**src/rtl/mips_bus_arbiter.sv**
```systemverilog
`default_nettype none
// ============================================================================
// Module      : mips_bus_arbiter
// Description : Shares one memory bus between the CPU fetch and data ports,
//               data-first with a starvation guard for pending fetches.
// Revision    : 1.0 - initial release
// ============================================================================
module mips_bus_arbiter #(
  parameter int STARVE_LIMIT = 4
) (
  input  logic        clk,
  input  logic        reset,
  // instruction-fetch port
  input  logic [31:0] i_address,
  input  logic        i_read,
  output logic        i_waitrequest,
  output logic [31:0] i_readdata,
  // data-access port
  input  logic [31:0] d_address,
  input  logic        d_read,
  input  logic        d_write,
  input  logic [31:0] d_writedata,
  input  logic [3:0]  d_byteenable,
  output logic        d_waitrequest,
  output logic [31:0] d_readdata,
  // memory bus
  output logic [31:0] m_address,
  output logic        m_read,
  output logic        m_write,
  output logic [31:0] m_writedata,
  output logic [3:0]  m_byteenable,
  input  logic        m_waitrequest,
  input  logic [31:0] m_readdata,
  // status
  output logic        owner,
  output logic        busy
);

  localparam int            SW    = (STARVE_LIMIT < 1) ? 1 : $clog2(STARVE_LIMIT + 1);
  localparam logic [SW-1:0] LIMIT = SW'(STARVE_LIMIT);

  localparam logic [1:0] IDLE = 2'd0;
  localparam logic [1:0] BUS  = 2'd1;
  localparam logic [1:0] ACK  = 2'd2;

  logic [1:0]    state;
  logic [1:0]    next_state;
  logic [SW-1:0] streak;
  logic          op_write;
  logic          fetch_req;
  logic          data_req;
  logic          grant;
  logic          grant_data;

  // Data wins a tie unless the fetch port has been passed over STARVE_LIMIT times.
  always_comb begin
    fetch_req  = i_read;
    data_req   = d_read | d_write;
    grant      = (state == IDLE) && (fetch_req || data_req);
    grant_data = data_req && !(fetch_req && (streak == LIMIT));
  end

  always_ff @(posedge clk or posedge reset) begin
    if (reset) begin
      state <= IDLE;
    end else begin
      state <= next_state;
    end
  end

  always_comb begin
    next_state = state;
    case (state)
      IDLE:    if (grant) next_state = BUS;
      BUS:     if (!m_waitrequest) next_state = ACK;
      ACK:     next_state = IDLE;
      default: next_state = IDLE;
    endcase
  end

  always_comb begin
    m_read        = (state == BUS) && !op_write;
    m_write       = (state == BUS) && op_write;
    busy          = (state != IDLE);
    i_waitrequest = !((state == ACK) && !owner);
    d_waitrequest = !((state == ACK) && owner);
    i_readdata    = ((state == ACK) && !owner) ? m_readdata : 32'h0;
    d_readdata    = ((state == ACK) && owner && !op_write) ? m_readdata : 32'h0;
  end

  // Request copies are captured only at grant, so a withdrawn request still completes.
  always_ff @(posedge clk or posedge reset) begin
    if (reset) begin
      owner        <= 1'b0;
      op_write     <= 1'b0;
      m_address    <= 32'h0;
      m_writedata  <= 32'h0;
      m_byteenable <= 4'h0;
      streak       <= '0;
    end else if (grant) begin
      owner        <= grant_data;
      op_write     <= grant_data && d_write;
      m_address    <= grant_data ? d_address : i_address;
      m_writedata  <= grant_data ? d_writedata : 32'h0;
      m_byteenable <= grant_data ? d_byteenable : 4'hF;
      if (grant_data && fetch_req) begin
        streak <= (streak == LIMIT) ? streak : streak + 1'b1;
      end else begin
        streak <= '0;
      end
    end
  end

endmodule
`default_nettype wire

```
**config.mk**
```make
export PLATFORM = sky130hd
export DESIGN_NAME = mips_bus_arbiter
export DESIGN_NICKNAME = d
export VERILOG_FILES = /design/src/rtl/mips_bus_arbiter.sv
export SDC_FILE = /design/constraint.sdc
export NUM_CORES = 1
export LEC_CHECK = 0
export ABC_CLOCK_PERIOD_IN_PS = 3000
export CORE_MARGIN = 4
export CORE_UTILIZATION = 34
export CTS_BUF_LIST = sky130_fd_sc_hd__clkbuf_16
export DETAILED_ROUTE_END_ITERATION = 8
export PLACE_DENSITY_LB_ADDON = 0.2
export SLEW_MARGIN = 20
export SYNTH_ARGS = -nofsm -noshare
export SYNTH_HDL_FRONTEND = slang
export SYNTH_SLANG_ARGS = --single-unit
```
**constraint.sdc**
```tcl
create_clock -name clk -period 3 [get_ports clk]
set_clock_uncertainty 0.15 [all_clocks]
set_input_delay 0.75 -clock clk [delete_from_list [all_inputs] [get_ports clk]]
set_output_delay 0.75 -clock clk [all_outputs]
set_load 0.01 [all_outputs]
```
==> flow_metrics.env, run 1 <==
export IMPL_status="finished clean"
export IMPL_ys_warn_count=0
export IMPL_p_sw_share_pct=34.68
export IMPL_cts_clk_slew_worst_paths_ps=60
export IMPL_cts_tree="built"
export IMPL_max_cap_violations=0
export IMPL_grt_max_degree=41
export IMPL_max_slew_margin_pct=53.12
export IMPL_wl_met2_um=7581
export IMPL_cts_root_buffer="clkbuf_16"
export IMPL_startpoint_type="flop"
export IMPL_fin_crit_sh_pct=97.15
export IMPL_cts_made_buffers=9
export IMPL_p_switching_w=0.002030
export IMPL_synthTopCellsByCount="75 x dfrtp_1, 64 x and2_1, 34 x nand3_1"
export IMPL_worstSetupPathType="reg2out"
export IMPL_met1_length_um=5651
export IMPL_grt_ovfl_total=0
export IMPL_synth_edff_count=0
export IMPL_ir_worst_vdd_v=0.0003758
export IMPL_yosysTopAreaCellShare_pct=51.09
export IMPL_wl_um=14810
export IMPL_antenna_found_initial=0
export IMPL_hold_viol_final=0
export IMPL_finalWeightedCongestion=0.8669
export IMPL_finalMaxSlewViolations=0
export IMPL_ys_async_sr_fraction_pct=100.0
export IMPL_postSynthCellCount=378
export IMPL_synth_cell_types=28
export IMPL_pwr_share_seq_pct=30.6
export IMPL_htree_levels=3
export IMPL_grt_pass1_wl_um=22670
export IMPL_die_w_um=111.9
export IMPL_syn_num_nets=518
export IMPL_die_y_um=111.9
export IMPL_grt_pass1_vias=4009
export IMPL_stdcell_count=782
export IMPL_vias_per_cell=5.134
export IMPL_antenna_cells=0
export IMPL_std_cell_rows=37
export IMPL_max_freq_ghz=0.3431
export IMPL_cellPowerDensity_nw_per_um2=842.8
export IMPL_ant_nets=0
export IMPL_fillCellCount=831
export IMPL_synth_flop_cell="dfrtp_1"
export IMPL_yosysMostFrequentCell="dfrtp_1"
export IMPL_synth_area_leader_cell="dfrtp_1"
export IMPL_yosysSeqAreaShare_pct=51.09
export IMPL_insertion_delay_ps=330
export IMPL_hold_class="reg2reg"
export IMPL_wire_per_inst_um=18.93
export IMPL_place_hpwl_um=11290
export IMPL_worstPathRequired_ps=2100
export IMPL_start_util_pct=35.27
export IMPL_dieArea_sq_um=12530
export IMPL_drc=0
export IMPL_cp_end_kind="primary output"
export IMPL_synth_seq_cells=75
export IMPL_drt_iter0_markers=179
export IMPL_p_clk_share_pct=19.9
export IMPL_area_growth_pct=89.10
export IMPL_top_layer="met4"
export IMPL_vias=4015
export IMPL_place_inst=765
export IMPL_io_pin_count=276
export IMPL_p_leak_nw=3.000
export IMPL_netlist_area_sq_um=3674
export IMPL_grt_usage_pct=22.88
export IMPL_drive_gt1_share_pct=5.882
export IMPL_port_buffers=275
export IMPL_pwr_share_comb_pct=49.5
export IMPL_finalSetupViolations=0
export IMPL_coreArea_sq_um=10420
export IMPL_synth_area_top_cells="dfrtp_1 51%, and2_1 11%, a22o_1 7.9%"
export IMPL_clk_path_buf_depth=2
export IMPL_nNetsFinal=781
export IMPL_p_int_w=0.003825
export IMPL_hold_buffers=0
export IMPL_path_max_fanout=32
export IMPL_syn_mean_instance_area_sq_um=9.718
export IMPL_period_minus_slack_ps=2914
export IMPL_met3_length_um=1061
export IMPL_holdWs_ps=352.0
export IMPL_clkSinkCount=75
export IMPL_worst_pin_slew_ps=702.5
export IMPL_crit_arrival_ps=2010
export IMPL_drtPass1Iterations=4
layout by cell type (no fill, tap or decap), types with 2 or more instances in the layout:
master / instances
buf_4: 10
clkdlybuf4s50_1: 264
buf_12: 4
bufinv_16: 2
a31oi_1: 33
nor2_2: 2
clkbuf_16: 9
nand2_1: 4
o22ai_1: 3
a22o_1: 33
inv_1: 7
dfrtp_1: 74
clkinv_4: 2
o21ai_0: 33
nor2_1: 3
o22a_1: 4
inv_6: 2
a21oi_1: 32
and2_1: 64
nand3_1: 34
ha_1: 2
dlymetal6s2s_1: 10
what timing repair did:
action	4_1_cts	5_1_grt
buffers inserted	0	1
pin swaps	0	0
gates resized for setup	3	11
endpoints found under the setup margin	2	31
worst max-delay path, cell delays in order, from the launching register on:
cell and delay, ps:
dfrtp_2 450, nand3b_1 200, nor2_2 150, buf_12 180, and2_1 140, clkdlybuf4s50_1 550
layer usage:
metal	GRT usage [%]	up-vias
met2	40.37	199
met4	9.215	0
met3	5.924	36
li1	-	1883
met1	26.42	1897
met5	0	-
power by group through the flow:
| stage | clock, W | sequential [W] | combinational, W |
|---|---|---|---|
| 3_5_place_dp | 0 | 0.00180 | 0.00292 |
| 3_3_place_gp | 0 | 0.00176 | 0.00288 |
| 4_1_cts | 0.00118 | 0.00179 | 0.00294 |
| 5_1_grt | 0.00123 | 0.00186 | 0.00312 |
| 6_report | 0.00116 | 0.00179 | 0.00290 |
| 2_1_floorplan | 0 | 0.00197 | 0.00109 |
worst paths after layout:
kind | startpoint | end | slack [ps] | depth (start not counted)
worst max register to register | state[0] | m_address[13] | 1090 | 4
min in group asynchronous | reset | m_writedata[24] | 680 | 2
worst min-delay path | m_writedata[19] | m_writedata[19] | 350 | 1
max in group asynchronous | reset | m_address[20] | 1380 | 3
worst max-delay path | state[0] | d_readdata[19] | 90 | 5
worst min register to register | m_writedata[19] | m_writedata[19] | 350 | 1
registers in the layout, summed over array words and instances, names as in the netlist:
signal,count
m_address,32
m_writedata,32
m_byteenable,4
streak,3
state,2
op_write,1
owner,1
cells by family (layout without fill, tap and decap cells):
logic type | Yosys count | after routing | synth area share, %
AOI/OAI and AO/OA | 139 | 139 | 24.01
adders and majority gates | 2 | 2 | 0.6811
buffers and inverters | 45 | 313 | 5.484
DFF | 75 | 75 | 51.09
and+or+nand+nor | 117 | 117 | 18.73
area by class of cell:
class	instances	area, sq um	area share, %
repair buffers	289	2932	42.20
multi-input cells	258	1612	23.20
clock buffers	9	225.2	3.242
clock inverters	7	98.84	1.423
well taps	136	170.2	2.450
flip-flops and latches	75	1878	27.04
inverters	8	31.28	0.4503
stage by stage:
stage / worst slack [ps] / setup TNS [ps] / total power (W) / cell area [sq um] / utilization [%]
final: 85.62 / 0 / 0.005855 / 6947 / 66.69
after global routing: -1.241 / -1.866 / 0.006204 / 6947 / 66.69
after CTS: 11.31 / 0 / 0.005915 / 6913 / 66.37
after detailed placement: 150.6 / 0 / 0.004712 / 6581 / 63.18
after global placement: 151.3 / 0 / 0.004642 / 6581 / 63.18
after floorplan: 190.0 / 0 / 0.003068 / 3674 / -
Note: power is estimated with default switching activity, not from simulation.
==> run 2: changes to the inputs <==
Settings changed: ABC_CLOCK_PERIOD_IN_PS 3000 to 3500, CORE_UTILIZATION 34 to 37.
Clock period 3 ns to 3.5 ns, I/O delays scaled along.
==> run 2 against run 1 <==
Clock-buffer cell count did not move. Sequential power is 15% lower. Worst hold slack better by 2.0 ps. Setup slack better by 250 ps. Largest power group unchanged. Design area is 1.3% lower. Critical endpoint is now d_readdata[25]. Non-clock buffer count decreased by 3. First-iteration DRC count grew 10%. Clock power is 12% lower. Total power shrank 15%. Final cell count shrank 0.77%.
==> flow_metrics.env, run 2 (synthesis gave the netlist of run 1 again) <==
export IMPL_max_slew_margin_pct=49.80
export IMPL_drc=0
export IMPL_path_max_fanout=32
export IMPL_hold_class="reg2reg"
export IMPL_nNetsFinal=778
export IMPL_p_leak_nw=2.786
export IMPL_max_cap_violations=0
export IMPL_area_growth_pct=86.65
export IMPL_grt_ovfl_total=0
export IMPL_crit_path_cell_trace="nand3b_1 -> nor2_1 -> buf_4 -> and2_1 -> clkdlybuf4s50_1"
export IMPL_fin_crit_sh_pct=90.37
export IMPL_finalWeightedCongestion=0.9281
export IMPL_rsz0062_at_grt="false"
export IMPL_post_cts_buffers=0
export IMPL_drt_iter0_markers=197
export IMPL_die_w_um=107.6
export IMPL_final_common_cell="clkdlybuf4s50_1"
export IMPL_cts_tree="built"
export IMPL_clk_path_buf_depth=2
export IMPL_critical_path_top_delay_family="buffers and inverters"
export IMPL_clkSinkCount=75
export IMPL_io_pin_count=276
export IMPL_wire_per_inst_um=18.55
export IMPL_hold_buffers=0
export IMPL_ant_nets=0
export IMPL_cts_made_buffers=9
export IMPL_period_minus_slack_ps=3163
export IMPL_hold_viol_final=0
export IMPL_grt_max_degree=76
export IMPL_drive_gt1_share_pct=5.288
export IMPL_worstSetupPathType="reg2out"
export IMPL_antenna_found_initial=0
export IMPL_worstPathRequired_ps=2470
export IMPL_fillCellCount=751
export IMPL_cts_clk_slew_worst_paths_ps=60
export IMPL_critPathMaxStageDelay_ps=570
export IMPL_htree_levels=3
export IMPL_status="finished clean"
export IMPL_finalSetupViolations=0
export IMPL_drtPass1Iterations=4
export IMPL_grt_pass1_wl_um=22200
export IMPL_start_util_pct=37.76
export IMPL_grt_usage_pct=24.38
export IMPL_vias_per_cell=5.139
export IMPL_crit_buf_inv=2
export IMPL_critical_path_slowest_cell="clkdlybuf4s50_1"
export IMPL_antenna_cells=0
export IMPL_grt_pass1_vias=3991
export IMPL_cellPowerDensity_nw_per_um2=724.9
export IMPL_die_y_um=107.6
export IMPL_port_buffers=275
export IMPL_cp_end_kind="primary output"
export IMPL_place_hpwl_um=10940
export IMPL_vias=3988
export IMPL_finalMaxSlewViolations=0
export IMPL_std_cell_rows=36
export IMPL_final_cell_mix="275 x clkdlybuf4s50_1, 75 x dfrtp_1, 64 x and2_1, 34 x nand3_1"
export IMPL_ctsResizeCount=0
export IMPL_dieArea_sq_um=11590
export IMPL_cts_root_buffer="clkbuf_16"
export IMPL_reg_top3="m_address x32, m_writedata x32, m_byteenable x4"
export IMPL_coreArea_sq_um=9729
export IMPL_insertion_delay_ps=320
export IMPL_max_freq_ghz=0.3162
export IMPL_worst_pin_slew_ps=750.6
export IMPL_wl_um=14390
export IMPL_crit_arrival_ps=2140
export IMPL_startpoint_type="flop"
export IMPL_ir_worst_vdd_v=0.0003106
export IMPL_holdWs_ps=354.0
export IMPL_timing_setup_tns_ps=0
[run 2: cell count changes in the layout (fill, tap and decap cells not counted), sizes merged]
| cell | previous run | this run |
|---|---|---|
| dlygate4sd2 | 1 | 0 |
| dlymetal6s2s | 10 | 0 |
| inv | 9 | 12 |
| buf | 14 | 11 |
| clkdlybuf4s50 | 264 | 275 |
| clkinvlp | 0 | 1 |
| clkinv | 4 | 0 |
[run 2: per-layer routing]
metal | track usage, % | routed length [um] | vias to the layer above
met3 | 6.539 | 1265 | 12
li1 | - | - | 1881
met2 | 42.14 | 7199 | 169
met4 | 6.132 | 172 | 0
met5 | 0 | 0 | -
met1 | 30.20 | 5754 | 1926
[run 2: area by class of cell]
cell class / instances / area [sq um] / share of cell area [%]
Sequential cell: 75 / 1877 / 27.37
Tap cell: 133 / 166.4 / 2.427
Inverter: 8 / 30.03 / 0.4380
Clock buffer: 9 / 225.2 / 3.285
Clock inverter: 7 / 107.6 / 1.569
Timing Repair Buffer: 286 / 2848 / 41.53
Multi-Input combinational cell: 258 / 1603 / 23.38
[run 2: power breakdown]
group	leakage [nW]	total [W]	switching (W)	internal (W)
Combinational	1.74	0.00243	0.00109	0.00134
Sequential	0.890	0.00152	0.000236	0.00128
Clock	0.160	0.00102	0.000381	0.000639
Total	2.79	0.00497	0.00171	0.00326
[run 2: path summary, 6_finish.rpt]
check                                  end  cells after the start            start  slack, ps
hold reg to reg            m_writedata[13]                      1  m_writedata[13]        350
setup reg to reg           m_writedata[14]                      6        streak[0]       1300
hold / removal             m_writedata[13]                      1  m_writedata[13]        350
setup / recovery            d_readdata[25]                      5         state[0]        340
min in group asynchronous  m_writedata[14]                      3            reset        820
max in group asynchronous         state[1]                      3            reset       2080
[run 2: through the flow]
step / cell area (sq um) / power (W) / util (%) / worst slack (ps) / std cells
2_1_floorplan: 3674 / 0.002630 / - / 565.0 / 378
3_3_place_gp: 6524 / 0.003918 / 67.05 / 396.4 / 760
3_5_place_dp: 6524 / 0.003978 / 67.05 / 393.2 / 760
4_1_cts: 6857 / 0.005019 / 70.47 / 310.1 / 776
5_1_grt: 6857 / 0.005281 / 70.47 / 200.9 / 776
6_report: 6857 / 0.004971 / 70.47 / 337.0 / 776
==> run 3: changes to the inputs <==
--- a/config.mk
+++ b/config.mk
@@ -10,5 +10,7 @@
 export CORE_UTILIZATION = 37
 export CTS_BUF_LIST = sky130_fd_sc_hd__clkbuf_16
+export CTS_CLUSTER_SIZE = 16
 export DETAILED_ROUTE_END_ITERATION = 8
+export GPL_ROUTABILITY_DRIVEN = 0
 export PLACE_DENSITY_LB_ADDON = 0.2
 export SLEW_MARGIN = 20
==> constraint.sdc (replaced) <==
create_clock -name clk -period 3.5 [get_ports clk]
set_clock_uncertainty 0.15 [all_clocks]
set_input_delay 0.7 -clock clk [delete_from_list [all_inputs] [get_ports clk]]
set_output_delay 0.7 -clock clk [all_outputs]
set_load 0.01 [all_outputs]
==> run 3 against run 2 <==
Utilization decreased by 0.44 points. Non-clock buffer count unchanged. Design area fell by 0.62%. Critical endpoint is now d_readdata[20]. Largest power group unchanged.
==> flow_metrics.env, run 3 (synthesis gave the netlist of run 1 again) <==
export IMPL_p_total_w=0.004846
export IMPL_port_buffers=275
export IMPL_final_cell_mix="275 x clkdlybuf4s50_1, 75 x dfrtp_1, 64 x and2_1, 34 x nand3_1"
export IMPL_max_slew_margin_pct=58.71
export IMPL_worst_pin_slew_ps=618.6
export IMPL_reg2reg_slack_ps=1500
export IMPL_period_minus_slack_ps=2951
export IMPL_timing_setup_tns_ps=0
export IMPL_coreArea_sq_um=9729
export IMPL_path_max_fanout=32
export IMPL_cts_root_buffer="clkbuf_16"
export IMPL_finalMaxSlewViolations=0
export IMPL_startpoint_type="flop"
export IMPL_p_leak_nw=2.766
export IMPL_grt_pass1_vias=3991
export IMPL_vias_per_cell=5.161
export IMPL_place_hpwl_um=10840
export IMPL_start_util_pct=37.76
export IMPL_crit_arrival_ps=2100
export IMPL_cp_end_kind="primary output"
export IMPL_grt_max_degree=54
export IMPL_critPathMaxStageDelay_ps=570
export IMPL_fillCellCount=763
export IMPL_grt_usage_pct=23.78
export IMPL_nNetsFinal=778
export IMPL_hold_viol_final=0
export IMPL_ant_nets=0
export IMPL_fin_crit_sh_pct=84.32
export IMPL_cts_made_buffers=9
export IMPL_clk_path_buf_depth=2
export IMPL_antenna_found_initial=0
export IMPL_worstSetupPathType="reg2out"
export IMPL_die_w_um=107.6
export IMPL_drc=0
export IMPL_ir_worst_vdd_v=0.0003235
export IMPL_io_pin_count=276
export IMPL_area_growth_pct=85.49
export IMPL_hold_class="reg2reg"
export IMPL_insertion_delay_ps=330
export IMPL_dieArea_sq_um=11590
export IMPL_finalSetupViolations=0
export IMPL_final_common_cell="clkdlybuf4s50_1"
export IMPL_grt_ovfl_total=0
export IMPL_rsz0062_at_grt="false"
export IMPL_std_cell_rows=36
export IMPL_grt_pass1_wl_um=21620
export IMPL_max_cap_violations=0
export IMPL_wl_um=14190
export IMPL_htree_levels=3
export IMPL_drtPass1Iterations=4
export IMPL_worstPathRequired_ps=2650
export IMPL_reg_top3="m_address x32, m_writedata x32, m_byteenable x4"
export IMPL_vias=4005
export IMPL_critical_path_slowest_cell="clkdlybuf4s50_1"
export IMPL_max_freq_ghz=0.3389
export IMPL_cts_clk_slew_worst_paths_ps=60
export IMPL_die_y_um=107.6
export IMPL_cts_tree="built"
export IMPL_drive_gt1_share_pct=5.288
export IMPL_drt_iter0_markers=280
export IMPL_crit_path_cell_trace="nand3b_1 -> nor2_1 -> buf_4 -> and2_1 -> clkdlybuf4s50_1"
export IMPL_status="finished clean"
export IMPL_hold_buffers=0
export IMPL_fin_util_pct=70.04
export IMPL_post_cts_buffers=0
export IMPL_cellPowerDensity_nw_per_um2=711.1
export IMPL_antenna_cells=0
export IMPL_wire_per_inst_um=18.29
export IMPL_clkSinkCount=75
export IMPL_ctsResizeCount=0
[run 3: changes by cell type in the layout (fill, tap and decap cells not counted), sizes merged]
| cell | before | now |
|---|---|---|
| bufinv | 2 | 0 |
| inv | 12 | 13 |
| clkinv | 0 | 1 |
[run 3: cell type report]
class / count / area [sq um] / area share (%)
Multi-Input combinational cell: 258 / 1603 / 23.52
Timing Repair Buffer: 286 / 2848 / 41.79
Clock inverter: 7 / 65.06 / 0.9548
Clock buffer: 9 / 225.2 / 3.305
Inverter: 8 / 30.03 / 0.4407
Tap cell: 133 / 166.4 / 2.442
Sequential cell: 75 / 1877 / 27.54
[run 3: final timing paths]
| path | startpoint | to | cells after the start |
|---|---|---|---|
| worst max register to register | streak[0] | m_address[8] | 6 |
| worst min register to register | m_writedata[1] | m_writedata[1] | 1 |
| min in group asynchronous | reset | m_writedata[15] | 2 |
| worst max-delay path | state[0] | d_readdata[20] | 5 |
| max in group asynchronous | reset | m_address[6] | 3 |
| worst min-delay path | m_writedata[1] | m_writedata[1] | 1 |
[run 3: through the flow]
stage                     hold WS (ps)  std cells  worst slack, ps  area [sq um]
after floorplan                  370.0        378            740.0          3674
after global placement           336.6        760            748.1          6524
after detailed placement         340.7        760            748.8          6524
after CTS                        359.1        776            523.6          6814
after global routing             368.2        776            428.6          6814
final                            353.4        776            548.9          6814
[run 3: power by group]
| part | internal [W] | switching (W) |
|---|---|---|
| Sequential | 0.00128 | 0.000241 |
| Combinational | 0.00134 | 0.00109 |
| Clock | 0.000499 | 0.000399 |
[run 3: critical path: cells and delay by family (launching register included)]
| kind | cells | cell delay, ps |
|---|---|---|
| buffers and inverters | 2 | 840 |
| and+or+nand+nor | 3 | 500 |
| DFF | 1 | 440 |
[run 3: layer usage]
| layer | vias up | global-route usage (%) | part of all wire (%) |
|---|---|---|---|
| met5 | - | 0 | 0 |
| met4 | 0 | 7.574 | 2.2 |
| met3 | 23 | 6.539 | 8.5 |
| met2 | 195 | 39.56 | 48 |
| met1 | 1900 | 30.01 | 41 |
| li1 | 1887 | - | - |
